==> src/rtl/stream_rev_pkg.sv <==
// Shared types for the streaming reorder stage: per-beat permutation modes and skid-buffer occupancy states.
// No logic; imported by the permutation core, the pipeline top and anything that decodes modes.
// Backpressure: not applicable.
package stream_rev_pkg;

    typedef enum logic [1:0] {
        PASS       = 2'd0,
        BITREV     = 2'd1,
        SLICEREV   = 2'd2,
        INSLICEREV = 2'd3
    } rev_mode_e;

    typedef enum logic [1:0] {
        EMPTY = 2'd0,
        HALF  = 2'd1,
        FULL  = 2'd2
    } buf_state_e;

endpackage

==> src/rtl/stream_rev_perm.sv <==
// Combinational word permutation: pass, full bit-reverse, slice-reverse or bit-reverse inside each slice.
// Latency: zero cycles, purely combinational.
// Backpressure: none, the caller owns all flow control.
module stream_rev_perm
    import stream_rev_pkg::*;
#(
    parameter int WIDTH = 32,
    parameter int SLICE = 8
) (
    input  logic [1:0]       mode,
    input  logic [WIDTH-1:0] data,
    output logic [WIDTH-1:0] perm
);

    localparam int NSLICE = WIDTH / SLICE;

    if (WIDTH < 2 || SLICE < 1 || (WIDTH % SLICE) != 0) begin : g_bad_cfg
        $error("stream_rev_perm: WIDTH=%0d must be >= 2 and a multiple of SLICE=%0d", WIDTH, SLICE);
    end

    logic [WIDTH-1:0] full_rev;
    logic [WIDTH-1:0] slice_rev;
    logic [WIDTH-1:0] inslice_rev;

    assign full_rev  = {<<{data}};
    assign slice_rev = {<<SLICE{data}};

    for (genvar k = 0; k < NSLICE; k++) begin : g_slice
        assign inslice_rev[k*SLICE +: SLICE] = {<<{data[k*SLICE +: SLICE]}};
    end

    // An unknown mode propagates X to the data so a bad driver is visible downstream.
    always_comb begin
        perm = 'x;
        case (mode)
            PASS:       perm = data;
            BITREV:     perm = full_rev;
            SLICEREV:   perm = slice_rev;
            INSLICEREV: perm = inslice_rev;
            default:    perm = 'x;
        endcase
    end

endmodule

==> src/rtl/stream_rev_pipe.sv <==
// Registered reorder stage with a 2-entry skid buffer; optional out_parity under STREAM_REV_PARITY_EN.
// Latency: one cycle from accept to out_valid when empty; one beat per cycle sustained.
// Backpressure: registered in_ready drops only when both entries are held; output holds while stalled.
module stream_rev_pipe
    import stream_rev_pkg::*;
#(
    parameter int WIDTH = 32,
    parameter int SLICE = 8
) (
    input  logic             clk,
    input  logic             rst_n,
    input  logic             in_valid,
    output logic             in_ready,
    input  logic [WIDTH-1:0] in_data,
    input  logic [1:0]       in_mode,
    output logic             out_valid,
    input  logic             out_ready,
    output logic [WIDTH-1:0] out_data
`ifdef STREAM_REV_PARITY_EN
    ,
    output logic             out_parity
`endif
);

    buf_state_e       state_q;
    buf_state_e       state_d;
    logic [WIDTH-1:0] perm_dat;
    logic [WIDTH-1:0] skid_dat;
    logic             acc;
    logic             xfer;
    logic             load_head;
    logic             head_from_skid;
    logic             load_skid;

    stream_rev_perm #(
        .WIDTH (WIDTH),
        .SLICE (SLICE)
    ) u_perm (
        .mode (in_mode),
        .data (in_data),
        .perm (perm_dat)
    );

    assign acc       = in_valid && in_ready;
    assign xfer      = out_valid && out_ready;
    assign out_valid = (state_q != EMPTY);

    // out_data is the head entry; skid_dat only holds the younger beat while FULL.
    always_comb begin
        state_d        = state_q;
        load_head      = 1'b0;
        head_from_skid = 1'b0;
        load_skid      = 1'b0;
        case (state_q)
            EMPTY: begin
                if (acc) begin
                    state_d   = HALF;
                    load_head = 1'b1;
                end
            end
            HALF: begin
                if (acc && xfer) begin
                    load_head = 1'b1;
                end else if (acc) begin
                    state_d   = FULL;
                    load_skid = 1'b1;
                end else if (xfer) begin
                    state_d = EMPTY;
                end
            end
            FULL: begin
                if (xfer) begin
                    state_d        = HALF;
                    head_from_skid = 1'b1;
                end
            end
            default: state_d = EMPTY;
        endcase
    end

    always_ff @(posedge clk) begin
        if (!rst_n) begin
            state_q  <= EMPTY;
            in_ready <= 1'b0;
            out_data <= '0;
            skid_dat <= '0;
        end else begin
            state_q  <= state_d;
            in_ready <= (state_d != FULL);
            if (load_head) begin
                out_data <= perm_dat;
            end else if (head_from_skid) begin
                out_data <= skid_dat;
            end
            if (load_skid) begin
                skid_dat <= perm_dat;
            end
        end
    end

`ifdef STREAM_REV_PARITY_EN
    logic skid_par;

    always_ff @(posedge clk) begin
        if (!rst_n) begin
            out_parity <= 1'b0;
            skid_par   <= 1'b0;
        end else begin
            if (load_head) begin
                out_parity <= ^perm_dat;
            end else if (head_from_skid) begin
                out_parity <= skid_par;
            end
            if (load_skid) begin
                skid_par <= ^perm_dat;
            end
        end
    end
`endif

endmodule
==> config.mk <==
export PLATFORM = sky130hd
export DESIGN_NAME = stream_rev_pipe
export DESIGN_NICKNAME = d
export VERILOG_FILES = /design/src/rtl/stream_rev_pkg.sv /design/src/rtl/stream_rev_perm.sv /design/src/rtl/stream_rev_pipe.sv
export SDC_FILE = /design/constraint.sdc
export NUM_CORES = 1
export LEC_CHECK = 0
export ABC_CLOCK_PERIOD_IN_PS = 4100
export CAP_MARGIN = 10
export CORE_MARGIN = 10
export CORE_UTILIZATION = 38
export DETAILED_ROUTE_END_ITERATION = 7
export DONT_BUFFER_PORTS = 1
export SYNTH_ARGS = -nofsm -noshare
export SYNTH_HDL_FRONTEND = slang
export SYNTH_SLANG_ARGS = --single-unit
==> constraint.sdc <==
create_clock -name clk -period 4.1 [get_ports clk]
set_clock_uncertainty 0.05 [all_clocks]
set_input_delay 0.41 -clock clk [delete_from_list [all_inputs] [get_ports clk]]
set_output_delay 0.41 -clock clk [all_outputs]
set_load 0.005 [all_outputs]
==> results.json, run 1 <==
{
  "htree_levels": 3,
  "synth.avg_cell_area_sq_um": 9.67,
  "place_congestion": 0.769,
  "max_freq_ghz": 0.410,
  "worst_pin_slew_ns": 1.10,
  "finalHoldViolCount": 0,
  "critPathKind": "reg -> reg",
  "ioPinCount": 72,
  "first_pass_iters": 4,
  "p_leak_nw": 1.56,
  "io_buffers": 0,
  "crit_required_ns": 4.28,
  "critPathMaxFanout": 34,
  "clock_power_share": 0.410,
  "cts_buffers": 9,
  "status": "finished clean",
  "drc": 0,
  "antenna_cells": 0,
  "fin_crit_ns": 2.44,
  "postCtsHoldBufs": 0,
  "synth_cells": 383,
  "setup_viol": 0,
  "synth_seq_cells": 67,
  "maxSlewViolCount": 0,
  "postCtsSetupRepairBufs": 0,
  "critPathCaptureType": "register",
  "yosysWarnings": 0,
  "hold_path.class": "in -> reg",
  "rows": 35,
  "grt_pass1_wl_mm": 15.5,
  "synthSimpleGateAreaFrac": 0.177,
  "vdd_drop_max_v": 0.000138,
  "grt-ovfl-total": 0,
  "via_count": 2946,
  "clock_path_buffers": 2,
  "whs_ns": 0.141,
  "ys_types": 26,
  "die_h_microns": 119,
  "grt_usage": 0.134,
  "crit_arrival_ns": 2.61,
  "intPower_mw": 1.16,
  "cts.sinks": 67,
  "root_buffer": "clkbuf_8",
  "drt_iter0_drc": 278,
  "final_common_cell": "dfxtp_1",
  "dp_hpwl_mm": 6.35,
  "grt_max_degree": 68,
  "switching_share": 0.249,
  "setup_slack_ns": 1.66,
  "die_w_microns": 119,
  "path_clk_slew_ns": 0.08,
  "wl_mm": 9.65,
  "core_sq_um": 9370,
  "place_ws_ns": 1.65,
  "fin_crit_sh": 0.595,
  "most-common-layout-cells": "dfxtp_1 (67), nand3_1 (65), nand2_1 (65)",
  "insertion_delay_ns": 0.35,
  "start_kind": "register",
  "switchingPower_uw": 383,
  "combPwrFrac": 0.127,
  "synth_fa_ha_area_frac": 0,
  "synth_compound_area_frac": 0.202,
  "syn_nets": 421,
  "ys_seq_area_frac": 0.362,
  "final_layout_size_suffix_gt1_frac": 0.159,
  "synth-xor-area-share": 0,
  "antenna_found_initial": 0,
  "initial_core_util": 0.395,
  "cts_tree": "yes",
  "fin_nets": 397,
  "cts_resized": 0,
  "syn_area_sq_um": 3700,
  "ant_nets": 0,
  "synth_top_area_share": 0.362,
  "vias_per_cell": 5.98,
  "rsz0062_at_grt": "false",
  "synth_mux_area_frac": 0.197,
  "drv_cap": 0,
  "wl_per_cell_microns": 19.6,
  "power.sequential.fraction": 0.463,
  "finalSetupTns_ns": 0,
  "syn_to_final_growth_pct": 5.88,
  "die-area_sq_um": 14100,
  "synth_area_leaders": "dfxtp_1 (36%), mux4_2 (19%), nand3_1 (8.8%), o211a_1 (8.6%), nand2_1 (6.6%)",
  "synth_top_family_by_area": "compound AO/OA/AOI/OAI gates",
  "yosysTopAreaCell": "dfxtp_1",
  "powerDensity_nw_per_um2": 393,
  "slew_headroom": 0.266,
  "grt_pass1_vias": 2768
}
layer usage:
metal,global-route usage,up-vias,part of all wire
met3,0.0466,14,0.075
met1,0.174,1478,0.44
met4,0.0496,0,0.017
met2,0.200,83,0.47
met5,0,-,0
li1,-,1371,-
area by class of cell:
| class | count | area [sq um] |
|---|---|---|
| Fill cell | 938 | 5450 |
| Clock inverter | 5 | 75.1 |
| Multi-Input combinational cell | 275 | 2150 |
| Sequential cell | 67 | 1340 |
| Tap cell | 129 | 161 |
| Timing Repair Buffer | 6 | 45.0 |
| Clock buffer | 11 | 151 |
worst max-delay path, stage by stage (launching register included):
cell      delay [ns]
dfxtp_1         0.41
and2b_1         0.88
nand2_2         0.64
nand2_1         0.22
a21boi_0        0.11
stage by stage:
stage,instance area [sq um],instances,power [mW],util
floorplan,3700,383,0.902,-
global placement,3690,477,0.925,0.394
detailed placement,3690,477,0.926,0.394
CTS,3920,493,1.55,0.418
global route,3920,493,1.61,0.418
finish,3920,493,1.54,0.418
flip-flops by register name, summed over array words and instances (netlist names):
| register | flops |
|---|---|
| in_ready | 1 |
| out_data | 32 |
| state_q | 2 |
| skid_dat | 32 |
cell usage after synthesis:
cell type / instances
dfxtp_1: 67
nand2_1: 65
nand3_1: 65
mux4_2: 32
o211a_1: 32
o21ai_0: 27
a21boi_0: 25
clkbuf_1: 19
buf_2: 13
a21boi_1: 8
buf_6: 6
o21ai_1: 5
buf_4: 3
and2_1: 2
nand3b_1: 2
nor2_1: 2
and2b_1: 1
and3b_1: 1
mux2i_1: 1
nand2_2: 1
nand2b_1: 1
nand4bb_1: 1
nor2b_1: 1
o211ai_1: 1
o211ai_2: 1
or2_2: 1
power groups by stage:
stage | sequential (mW) | clock (mW) | combinational, mW
floorplan | 0.719 | 0 | 0.183
global placement | 0.731 | 0 | 0.194
detailed placement | 0.731 | 0 | 0.195
CTS | 0.716 | 0.640 | 0.196
global route | 0.719 | 0.672 | 0.215
finish | 0.714 | 0.631 | 0.196
path summary, 6_finish.rpt:
| kind | from | slack, ns | endpoint | cells past startpoint |
|---|---|---|---|---|
| worst min register to register | skid_dat[30] | 0.40 | skid_dat[30] | 2 |
| worst min-delay path | rst_n | 0.14 | out_data[27] | 1 |
| worst max-delay path | state_q[0] | 1.66 | skid_dat[27] | 4 |
| worst max register to register | state_q[0] | 1.66 | skid_dat[27] | 4 |
kinds of logic after synthesis:
| kind of cell | Yosys count |
|---|---|
| buffers and inverters | 41 |
| AND/OR/NAND/NOR | 143 |
| multiplexers | 33 |
| flip-flops | 67 |
| AO/OA/AOI/OAI | 99 |
Power figures use the tool's default switching activity.
==> inputs of run 2 (changes only) <==
--- a/config.mk
+++ b/config.mk
@@ -5,7 +5,7 @@
 export SDC_FILE = /design/constraint.sdc
 export NUM_CORES = 1
 export LEC_CHECK = 0
-export ABC_CLOCK_PERIOD_IN_PS = 4100
+export ABC_CLOCK_PERIOD_IN_PS = 2500
 export CAP_MARGIN = 10
 export CORE_MARGIN = 10
 export CORE_UTILIZATION = 38
==> constraint.sdc (replaced) <==
create_clock -name clk -period 2.5 [get_ports clk]
set_clock_uncertainty 0.05 [all_clocks]
set_input_delay 0.25 -clock clk [delete_from_list [all_inputs] [get_ports clk]]
set_output_delay 0.25 -clock clk [all_outputs]
set_load 0.005 [all_outputs]
==> run 2 against run 1 <==
Compared with the run above:
- routed wire length grew 4.6%
- worst setup slack worse by 0.96 ns
- count of clock-buffer cells in the layout is the same
- first-iteration DRC count up 7.6%
- clock power increased by 20%
- sequential power rose by 65%
- hold slack got worse by 0.12 ns
- highest routed layer unchanged
==> results.json, run 2 (synthesis results as in run 1) <==
{
  "status": "finished clean",
  "top_regs": "out_data (32), skid_dat (32), state_q (2)",
  "wl_mm": 10.1,
  "whs_ns": 0.0176,
  "ant_nets": 0,
  "cts_resized": 0,
  "cp-endpoint": "out_data[26]",
  "die_h_microns": 119,
  "critPathCaptureType": "register",
  "crit_buf_inv": 1,
  "hold_path.class": "in -> reg",
  "fin_crit_ns": 1.80,
  "cts_buffers": 9,
  "drc": 0,
  "max_freq_ghz": 0.556,
  "fin_crit_sh": 0.720,
  "grt_pass1_vias": 2751,
  "ff2ff_setup_slack_ns": 0.70,
  "crit_arrival_ns": 1.97,
  "maxSlewViolCount": 0,
  "syn_to_final_growth_pct": 5.95,
  "antenna_found_initial": 0,
  "rows": 35,
  "crit_family": "compound AO/OA/AOI/OAI gates",
  "fin_nets": 402,
  "clock_path_buffers": 2,
  "critPathMaxFanout": 49,
  "r2r_start": "in_ready",
  "finalHoldViolCount": 0,
  "finalSetupTns_ns": 0,
  "setup_viol": 0,
  "vias_per_cell": 5.88,
  "io_buffers": 0,
  "wl_per_cell_microns": 20.3,
  "vdd_drop_max_v": 0.000193,
  "cts.sinks": 67,
  "grt-ovfl-total": 0,
  "final_layout_size_suffix_gt1_frac": 0.160,
  "final_common_cell": "dfxtp_1",
  "first_pass_iters": 5,
  "crit_required_ns": 2.67,
  "drv_cap": 0,
  "core_sq_um": 9370,
  "r2r-end": "out_data[26]",
  "cpMostUsedCell": "nand3_1",
  "path_clk_slew_ns": 0.07,
  "grt_max_degree": 50,
  "path_depth": 5,
  "fillers": 952,
  "utilization": 0.419,
  "cpPeakStageDelay_ns": 0.47,
  "slowest_stage": "o211ai_4",
  "most-common-layout-cells": "dfxtp_1 (67), nand3_1 (65), nand2_1 (65)",
  "insertion_delay_ns": 0.33,
  "via_count": 2927,
  "cts_tree": "yes",
  "finalPower_mw": 2.27,
  "dpl-instance-area_sq_um": 3720,
  "rsz0062_at_grt": "false",
  "drt_iter0_drc": 299,
  "powerDensity_nw_per_um2": 580,
  "fin_area_sq_um": 3920,
  "antenna_cells": 0,
  "critPathKind": "reg -> reg",
  "htree_levels": 3,
  "r2r_cells": 5,
  "initial_core_util": 0.395,
  "grt_pass1_wl_mm": 15.7,
  "dp_hpwl_mm": 6.52,
  "p_leak_nw": 1.55,
  "startpoint": "in_ready",
  "die-area_sq_um": 14100,
  "start_kind": "register",
  "slew_headroom": 0.658,
  "die_w_microns": 119,
  "ioPinCount": 72,
  "root_buffer": "clkbuf_8",
  "worst_pin_slew_ns": 0.511,
  "grt_usage": 0.138,
  "place_congestion": 0.697,
  "crit_chain": "nand3_1 > o211ai_4 > buf_12 > nand3_1 > o211a_1"
}
run 2: final cells by class:
| cell class | instances | area [sq um] | share of cell area |
|---|---|---|---|
| Clock inverter | 5 | 30.0 | 0.00765 |
| Tap cell | 129 | 161 | 0.0411 |
| Multi-Input combinational cell | 275 | 2150 | 0.547 |
| Clock buffer | 11 | 131 | 0.0335 |
| Sequential cell | 67 | 1340 | 0.342 |
| Timing Repair Buffer | 11 | 113 | 0.0287 |
run 2: worst min-delay path by stage:
stage	startpoint	end	depth (start not counted)
after global placement	rst_n	state_q[0]	1
after detailed placement	rst_n	state_q[0]	1
after CTS	rst_n	skid_dat[20]	1
after global routing	rst_n	skid_dat[0]	1
final	out_ready	in_ready	2
after floorplan	out_ready	in_ready	2
run 2: repair_timing:
action / in CTS / in global routing
hold buffers: 2 / 1
setup buffers: 0 / 0
hold endpoints to repair: 34 / 2
run 2: metal layers:
| layer | routed length (microns) | global-route usage |
|---|---|---|
| met5 | 0 | 0 |
| met4 | 131 | 0.0427 |
| met3 | 829 | 0.0495 |
| met2 | 4800 | 0.209 |
| met1 | 4330 | 0.180 |
run 2: metrics by stage:
step,worst slack (ns),std cells
4_1_cts,0.687,497
3_3_place_gp,0.722,479
5_1_grt,0.535,498
3_5_place_dp,0.706,479
6_report,0.700,498
2_1_floorplan,1.03,383
run 2: power breakdown:
group	leakage [nW]	internal (mW)	total (mW)	switching, mW
sequential	0.547	1.12	1.18	0.0546
combinational	0.924	0.174	0.336	0.162
clock	0.0791	0.355	0.760	0.405
total	1.55	1.65	2.27	0.621
==> inputs of run 3 (changes only) <==
--- a/config.mk
+++ b/config.mk
@@ -5,7 +5,7 @@
 export SDC_FILE = /design/constraint.sdc
 export NUM_CORES = 1
 export LEC_CHECK = 0
-export ABC_CLOCK_PERIOD_IN_PS = 2500
+export ABC_CLOCK_PERIOD_IN_PS = 1800
 export CAP_MARGIN = 10
 export CORE_MARGIN = 10
 export CORE_UTILIZATION = 38
==> constraint.sdc (replaced) <==
create_clock -name clk -period 1.8 [get_ports clk]
set_clock_uncertainty 0.05 [all_clocks]
set_input_delay 0.18 -clock clk [delete_from_list [all_inputs] [get_ports clk]]
set_output_delay 0.18 -clock clk [all_outputs]
set_load 0.005 [all_outputs]
==> run 3 against run 2 <==
Compared with the run above:
- sequential power increased by 38%
- largest cell class unchanged
- largest power group unchanged
- first-iteration DRC count is 31% lower
- final area grew 1.7%
- critical path type unchanged
- worst setup slack worse by 0.49 ns
- final cell count is 1.0% higher
==> results.json, run 3 (synthesis results as in run 1) <==
{
  "critPathMaxFanout": 25,
  "status": "finished clean",
  "via_count": 2950,
  "crit_family": "buffers and inverters",
  "crit_arrival_ns": 1.80,
  "most-common-layout-cells": "dfxtp_1 (67), nand3_1 (65), nand2_1 (65)",
  "r2r-end": "skid_dat[26]",
  "use_met2": 0.204,
  "path_depth": 6,
  "io_buffers": 0,
  "utilization": 0.426,
  "r2r_start": "in_ready",
  "grt-ovfl-total": 0,
  "startpoint": "in_ready",
  "fin_crit_ns": 1.59,
  "finalNonFillerCells": 503,
  "drc": 0,
  "cpPeakStageDelay_ns": 0.44,
  "core_sq_um": 9370,
  "fin_nets": 407,
  "max_freq_ghz": 0.629,
  "setup_slack_ns": 0.210,
  "die-area_sq_um": 14100,
  "intPower_mw": 2.30,
  "top_regs": "out_data (32), skid_dat (32), state_q (2)",
  "drt_iter0_drc": 206,
  "cts_resized": 0,
  "combPwrFrac": 0.154,
  "p_leak_nw": 1.60,
  "rsz0062_at_grt": "false",
  "fin_crit_sh": 0.884,
  "initial_core_util": 0.395,
  "die_w_microns": 119,
  "antenna_found_initial": 0,
  "crit_chain": "nand3b_1 > buf_12 > nor2_2 > buf_4 > nand2_1 > a21boi_0",
  "antenna_cells": 0,
  "first_pass_iters": 5,
  "cp-endpoint": "skid_dat[26]",
  "cts_buffers": 9,
  "dpl-instance-area_sq_um": 3790,
  "grt_max_degree": 68,
  "hold_path.class": "in -> reg",
  "finalSetupTns_ns": 0,
  "final_common_cell": "dfxtp_1",
  "vias_per_cell": 5.86,
  "clock_power_share": 0.333,
  "syn_to_final_growth_pct": 7.74,
  "final_layout_size_suffix_gt1_frac": 0.176,
  "cts.sinks": 67,
  "cts_tree": "yes",
  "grt_usage": 0.135,
  "die_h_microns": 119,
  "root_buffer": "clkbuf_8",
  "r2r_cells": 6,
  "busiest_layer": "met2",
  "ff2ff_setup_slack_ns": 0.21,
  "ioPinCount": 72,
  "start_kind": "register",
  "grt_pass1_vias": 2874,
  "crit_required_ns": 2.01,
  "path_clk_slew_ns": 0.08,
  "critPathKind": "reg -> reg",
  "dp_cells": 485,
  "wl_mm": 9.53,
  "wl_per_cell_microns": 18.9,
  "fin_area_sq_um": 3990,
  "htree_levels": 3,
  "slowest_stage": "dfxtp_1",
  "setup_viol": 0,
  "maxSlewViolCount": 0,
  "finalHoldViolCount": 0,
  "switchingPower_uw": 875,
  "dp_hpwl_mm": 6.49,
  "insertion_delay_ns": 0.34,
  "rows": 35,
  "grt_pass1_wl_mm": 15.6,
  "fillers": 935,
  "switching_share": 0.275,
  "drv_cap": 0,
  "place_ws_ns": 0.226,
  "vdd_drop_max_v": 0.000256,
  "slew_headroom": 0.733,
  "power.sequential.fraction": 0.513,
  "worst_pin_slew_ns": 0.401,
  "powerDensity_nw_per_um2": 796,
  "grt.met1_usage": 0.174,
  "place_congestion": 0.760,
  "critPathCaptureType": "register",
  "ant_nets": 0,
  "clock_path_buffers": 2,
  "grtUsageMet3": 0.0443,
  "crit_buf_inv": 2
}
==> run 3: cell count changes in the layout (fill, tap and decap cells not counted) <==
cell,delta
buf_12,+1
buf_16,+1
buf_4,+4
clkbuf_1,-1
clkinv_2,+2
clkinvlp_4,-1
dlygate4sd3_1,-1
==> run 3: final cells by class <==
cell class | instances | area (sq um) | area share
clock buffer | 10 | 128 | 0.0320
clock inverter | 6 | 32.5 | 0.00815
multi-input combinational | 275 | 2150 | 0.538
sequential | 67 | 1340 | 0.336
tap | 129 | 161 | 0.0405
timing repair buffer | 16 | 180 | 0.0452
==> run 3: power groups by stage <==
stage | Sequential, mW | Combinational (mW) | Clock, mW
after floorplan | 1.64 | 0.417 | 0
after global placement | 1.67 | 0.461 | 0
after detailed placement | 1.67 | 0.462 | 0
after CTS | 1.63 | 0.493 | 1.08
after global routing | 1.64 | 0.539 | 1.16
final | 1.63 | 0.490 | 1.06
==> run 3: stage by stage <==
step                      hold slack, ns  total power, mW
after floorplan                    0.279             2.05
after global placement             0.262             2.13
after detailed placement           0.264             2.13
after CTS                          0.152             3.21
after global routing               0.157             3.33
final                              0.156             3.18
==> run 3: routing by layer <==
metal	wire length, microns	up-vias	share of wire
met5	0	-	0
met4	119	0	0.012
met3	887	9	0.093
met2	4380	108	0.46
met1	4140	1437	0.43
li1	-	1396	-
==> run 3: worst min path at each step <==
stage | from | end | slack [ns] | cells after the start
5_1_grt | rst_n | out_data[23] | 0.16 | 2
6_report | rst_n | out_data[28] | 0.16 | 2
3_3_place_gp | rst_n | state_q[0] | 0.26 | 1
2_1_floorplan | out_ready | in_ready | 0.28 | 2
4_1_cts | rst_n | out_data[16] | 0.15 | 2
3_5_place_dp | rst_n | state_q[0] | 0.26 | 1
==> run 3: repair_timing <==
action / CTS / global route
buffers inserted: 0 / 0
hold endpoints to repair: 67 / 0
hold buffers: 2 / 0
